--- config.mk ---
export PLATFORM = sky130hd
export DESIGN_NAME = acc_sequencer
export DESIGN_NICKNAME = d
export VERILOG_FILES = /design/src/rtl/acc_pkg.sv /design/src/rtl/acc_sequencer_sat_addsub.sv /design/src/rtl/acc_sequencer.sv
export SDC_FILE = /design/constraint.sdc
export NUM_CORES = 1
export LEC_CHECK = 0
export ABC_AREA = 1
export BUFFER_PORTS_ARGS = -buffer_cell sky130_fd_sc_hd__buf_2
export CAP_MARGIN = 15
export CORE_ASPECT_RATIO = 0.8
export CORE_MARGIN = 2
export CORE_UTILIZATION = 50
export CTS_CLUSTER_DIAMETER = 50
export DETAILED_ROUTE_END_ITERATION = 10
export GPL_TIMING_DRIVEN = 0
export PLACE_DENSITY = 0.73
export REMOVE_ABC_BUFFERS = 1
export SLEW_MARGIN = 10
export SYNTH_ARGS = -nofsm -noshare
export SYNTH_HDL_FRONTEND = slang
export SYNTH_SLANG_ARGS = --single-unit
--- constraint.sdc ---
create_clock -name clk -period 5.73 [get_ports clk]
set_input_delay 0.573 -clock clk [delete_from_list [all_inputs] [get_ports clk]]
set_output_delay 0.573 -clock clk [all_outputs]
set_load 0.01 [all_outputs]
--- src/rtl/acc_pkg.sv ---
// Shared constants for the accumulator sequencer: datapath width,
// saturation bound, opcode/source encodings and FSM state encoding.
package acc_pkg;

  localparam int WIDTH   = 11;
  localparam int SAT_MAX = 999;

  localparam logic [2:0] OP_NOP = 3'd0;
  localparam logic [2:0] OP_ADD = 3'd1;
  localparam logic [2:0] OP_SUB = 3'd2;
  localparam logic [2:0] OP_NEG = 3'd3;
  localparam logic [2:0] OP_SAV = 3'd4;
  localparam logic [2:0] OP_SWP = 3'd5;
  localparam logic [2:0] OP_MOV = 3'd6;

  localparam logic [1:0] SRC_IMM  = 2'd0;
  localparam logic [1:0] SRC_PORT = 2'd1;
  localparam logic [1:0] SRC_ACC  = 2'd2;
  localparam logic [1:0] SRC_NIL  = 2'd3;

  localparam logic [1:0] ST_IDLE  = 2'd0;
  localparam logic [1:0] ST_FETCH = 2'd1;
  localparam logic [1:0] ST_EXEC  = 2'd2;

endpackage

--- src/rtl/acc_sequencer_sat_addsub.sv ---
// Combinational saturating add/subtract: the result is formed one bit wider
// than the operands so it cannot wrap, then clamped to +/-SAT_MAX.
module sat_addsub
  import acc_pkg::*;
(
  input  logic signed [WIDTH-1:0] a,
  input  logic signed [WIDTH-1:0] b,
  input  logic                    sub,
  output logic signed [WIDTH-1:0] y
);

  localparam logic signed [WIDTH:0] SAT_HI = (WIDTH+1)'(SAT_MAX);
  localparam logic signed [WIDTH:0] SAT_LO = -SAT_HI;

  function automatic logic signed [WIDTH-1:0] clamp_sat(input logic signed [WIDTH:0] v);
    if (v > SAT_HI)
      return SAT_HI[WIDTH-1:0];
    else if (v < SAT_LO)
      return SAT_LO[WIDTH-1:0];
    else
      return v[WIDTH-1:0];
  endfunction

  logic signed [WIDTH:0] ax;
  logic signed [WIDTH:0] bx;
  logic signed [WIDTH:0] sum;

  // Sign-extend, add or subtract at full precision, then saturate
  always_comb begin
    ax  = {a[WIDTH-1], a};
    bx  = {b[WIDTH-1], b};
    sum = sub ? (ax - bx) : (ax + bx);
    y   = clamp_sat(sum);
  end

endmodule

--- src/rtl/acc_sequencer.sv ---
// Accumulator sequencer: accepts one instruction at a time, optionally waits
// for an operand on the input port, then updates ACC/BAK in a single execute
// cycle and pulses done. Flags are decoded straight from ACC.
module acc_sequencer
  import acc_pkg::*;
(
  input  logic                    clk,
  input  logic                    rst,
  input  logic                    op_valid,
  output logic                    op_ready,
  input  logic [2:0]              op_code,
  input  logic [1:0]              op_src,
  input  logic signed [WIDTH-1:0] op_imm,
  input  logic                    port_valid,
  output logic                    port_ready,
  input  logic signed [WIDTH-1:0] port_data,
  output logic                    done,
  output logic signed [WIDTH-1:0] acc_out,
  output logic signed [WIDTH-1:0] bak_out,
  output logic                    flag_z,
  output logic                    flag_n,
  output logic                    flag_p
);

  logic [1:0]              state;
  logic [2:0]              code_p0;
  logic [1:0]              src_p0;
  logic signed [WIDTH-1:0] opnd_p0;
  logic signed [WIDTH-1:0] acc;
  logic signed [WIDTH-1:0] bak;

  logic                    accept;
  logic                    take;
  logic                    needs_port;
  logic signed [WIDTH-1:0] opnd_clamped;
  logic signed [WIDTH-1:0] opnd_val;
  logic signed [WIDTH-1:0] alu_a;
  logic signed [WIDTH-1:0] alu_b;
  logic                    alu_sub;
  logic signed [WIDTH-1:0] alu_y;

  // Ready outputs are masked during reset so nothing is consumed that cycle
  assign op_ready   = (state == ST_IDLE) && !rst;
  assign port_ready = (state == ST_FETCH) && !rst;
  assign accept     = op_valid && op_ready;
  assign take       = port_valid && port_ready;
  assign needs_port = ((op_code == OP_ADD) || (op_code == OP_SUB) || (op_code == OP_MOV))
                      && (op_src == SRC_PORT);

  // Instruction sequencing: IDLE -> (FETCH) -> EXEC -> IDLE
  always_ff @(posedge clk) begin
    if (rst) begin
      state <= ST_IDLE;
    end else begin
      case (state)
        ST_IDLE:  if (accept) state <= needs_port ? ST_FETCH : ST_EXEC;
        ST_FETCH: if (take) state <= ST_EXEC;
        ST_EXEC:  state <= ST_IDLE;
        default:  state <= ST_IDLE;
      endcase
    end
  end

  // ---- stage p0: latched instruction and raw operand (immediate or port word)
  always_ff @(posedge clk) begin
    if (accept) begin
      code_p0 <= op_code;
      src_p0  <= op_src;
      opnd_p0 <= op_imm;
    end else if (take) begin
      opnd_p0 <= port_data;
    end
  end

  // The operand clamp is the saturating adder with a zero addend
  sat_addsub u_opnd_clamp (
    .a   (opnd_p0),
    .b   ('0),
    .sub (1'b0),
    .y   (opnd_clamped)
  );

  // Operand select and ALU input steering; NEG is computed as 0 - ACC
  always_comb begin
    opnd_val = '0;
    case (src_p0)
      SRC_IMM, SRC_PORT: opnd_val = opnd_clamped;
      SRC_ACC:           opnd_val = acc;
      default:           opnd_val = '0;
    endcase
    alu_a   = (code_p0 == OP_NEG) ? '0 : acc;
    alu_b   = (code_p0 == OP_NEG) ? acc : opnd_val;
    alu_sub = (code_p0 == OP_SUB) || (code_p0 == OP_NEG);
  end

  sat_addsub u_alu (
    .a   (alu_a),
    .b   (alu_b),
    .sub (alu_sub),
    .y   (alu_y)
  );

  // ---- stage p1: register write-back and retire pulse at the end of EXEC
  always_ff @(posedge clk) begin
    if (rst) begin
      acc  <= '0;
      bak  <= '0;
      done <= 1'b0;
    end else begin
      done <= (state == ST_EXEC);
      if (state == ST_EXEC) begin
        case (code_p0)
          OP_ADD, OP_SUB, OP_NEG: acc <= alu_y;
          OP_SAV: bak <= acc;
          OP_SWP: begin
            acc <= bak;
            bak <= acc;
          end
          OP_MOV:  acc <= opnd_val;
          default: ;
        endcase
      end
    end
  end

  assign acc_out = acc;
  assign bak_out = bak;
  assign flag_z  = (acc == '0);
  assign flag_n  = acc[WIDTH-1];
  assign flag_p  = !acc[WIDTH-1] && (acc != '0);

endmodule

==> metrics <==
post-route ant nets=0; area delta synth->final=12.7%; DIE AREA=7090 µm²; initial antenna violation count=0; Worst-Margin Slew=953 ps; delay-heaviest family, CP=simple AND/OR/NAND/NOR gates; Max VDD drop=0.150 mV; CP max FO=10; synth top area cells=nand2_1 18%, dfxtp_1 16%, edfxtp_1 15%; Final Cycle Share=84.1%; Syn. warnings=0; worst path buffer plus inverter count=1; Pleak=0.00188 µW; Peak Freq=208 MHz; # hold bufs at CTS=0; IO Pins=59; CTS sink count=41; H-tree depth=2; Slew HR=36.2%; Nets=564; Chip Width=93.7 µm; Min-Delay Path Class=in -> reg; most used cell, CP=nand2_1; Setup crit end kind=register; fin crit period=4820 ps; CTS tree=done; critical path required time=5900 ps; FP Rows=26; clock latency on the worst-skew pair=290 ps; Min Hold Slack=472 ps; Setup Skew=5.67 ps; global-route wire length before repair=14200 µm; postcts setup bufs=0; Util after Layout=57.4%; CP Data Arrival Time=4990 ps; initial core utilization=51.0%; largest net degree at the start of global routing=23; Final Hold Violating Endpoints=0; Clk pin slew, worst setup/hold paths=80 ps; DR iter-0 viols=181; I/O Buffers=58; Setup violations, final=0; Slew Limit Fails=0; area leader, netlist=nand2_1; Detailed Routing Iterations Pass 1=5; wirelength, routed=8420 µm; CTS Buf Count=5; Syn Area/Cell=6.86 µm²; antenna cell count=0; DRC Markers=0; PD cells=238 nW/µm²; share of cells above drive strength 1=21.2%; status=finished, final reports clean; Setup CP Type=reg -> reg; vias in the first global route=3066; via count=3303; cell count after synthesis=469; FF+latch count, synth=41; Seq/Total Area, Yosys=30.5%; Worst path slowest cell=fa_1; final setup TNS=0 ps; post-CTS sizing=0; Distinct cells, synth=38; Final Wtd Congestion=0.935; root buffer cell=clkbuf_8; die height=75.7 µm; Core ar.=6310 µm²; Vias/cell=5.47; most frequent cells in the layout=154 x nand2_1, 58 x buf_2, 42 x inv_1, 29 x nor2_1, 29 x o21ai_0; cells along the critical path=or3_1 -> o41ai_1 -> ha_1 -> inv_2 -> nand2_1 -> nand2_1 -> nand2_1 -> nand3_1 -> nand2_2 -> ha_1 -> o21ai_0 -> fa_1 -> or3b_2 -> a31o_2 -> nor2_1 -> nand3b_1 -> nand2_1 -> nand3_4 -> nand2_1 -> nand2_1 -> nand2_1 -> a21oi_2; crit-path max cell delay=490 ps; Tot GR Track Use=25.3%; commonest non-fill, non-tap cell in the layout=nand2_1; Setup crit start kind=register; synthesized area=3220 µm²; Avg WL per Cell=13.9 µm; Remaining Overflow, GRT=0; RSZ-0062 raised after global routing=no; final HPWL from detailed placement=6690 µm; max-cap violation count=0; post-synth top area share=18.0%; CTS Buffer Depth=2
## flip-flops by register name (all words and copies together) (netlist names)
name	count
code_p0	3
done	1
acc_out	11
src_p0	2
state	2
bak_out	11
opnd_p0	11
## where the power goes
group / internal, µW / total, µW / switching [µW]
Combinational: 121 / 342 / 222
Sequential: 319 / 331 / 12.1
Clock: 84.2 / 188 / 104
Total: 524 / 862 / 338
## layer usage
layer	vias to the layer above	GRT usage, %	routed length, µm	part of all wire, %
met2	97	43.7	3760	45
met1	1553	36.0	4120	49
met5	-	0	0	0
met4	0	0.966	24	0.29
met3	4	3.76	510	6.1
li1	1649	-	-	-
## worst paths after layout
check                                start         end  slack (ps)  depth (start not counted)
worst max register to register  opnd_p0[7]  acc_out[6]         910                         22
worst min register to register    state[1]        done         540                          2
worst max-delay path            opnd_p0[7]  acc_out[6]         910                         22
worst min-delay path            op_code[2]  code_p0[2]         470                          1
## through the flow
stage | cell area (µm²) | power [µW] | setup slack [ps] | std cells
detailed placement | 3540 | 676 | 954 | 596
floorplan | 3140 | 587 | 1550 | 454
global route | 3620 | 927 | 497 | 604
CTS | 3620 | 862 | 904 | 604
finish | 3620 | 862 | 913 | 604
global placement | 3540 | 670 | 1030 | 596
## layout make-up
cell class                      instances  area, µm²
Inverter                               49        185
Fill cell                             625       2690
Clock inverter                          3       17.5
Timing Repair Buffer                   58        290
Clock buffer                            5       68.8
Multi-Input combinational cell        364       1980
Sequential cell                        41        981
Tap cell                               84        105
## cells by family after synthesis
logic type | after synthesis | share of synthesized area, %
AO/OA/AOI/OAI | 90 | 17.0
XOR/XNOR | 18 | 4.90
adder cells (fa/ha/maj) | 14 | 5.68
buffers and inverters | 64 | 8.05
flip-flops | 41 | 30.5
AND/OR/NAND/NOR | 242 | 33.9
## worst register-to-register path: stages, from the launching register on
cell      delay, ps
edfxtp_1        420
or3_1           390
o41ai_1         360
ha_1            330
inv_2           150
nand2_1          70
nand2_1          70
nand2_1          70
nand3_1         100
nand2_2          80
ha_1            270
o21ai_0         350
fa_1            490
or3b_2          480
a31o_2          250
nor2_1          160
nand3b_1        100
nand2_1         120
nand3_4         150
nand2_1         100
nand2_1          50
nand2_1          90
a21oi_2          60
## cell usage after synthesis, drive strengths merged
master	count
fa	1
nor3	6
o21bai	2
buf	5
ha	13
a31o	1
o41ai	1
or2	1
a21oi	37
clkbuf	10
dfxtp	25
nand3b	1
inv	48
clkinv	1
nor2	35
or3b	1
xnor2	5
nand3	26
a2111oi	1
o21ai	34
nand4	4
a31oi	3
edfxtp	16
a221oi	11
nand2	167
or3	1
xor2	13
Note: power is estimated with default switching activity, not from simulation.
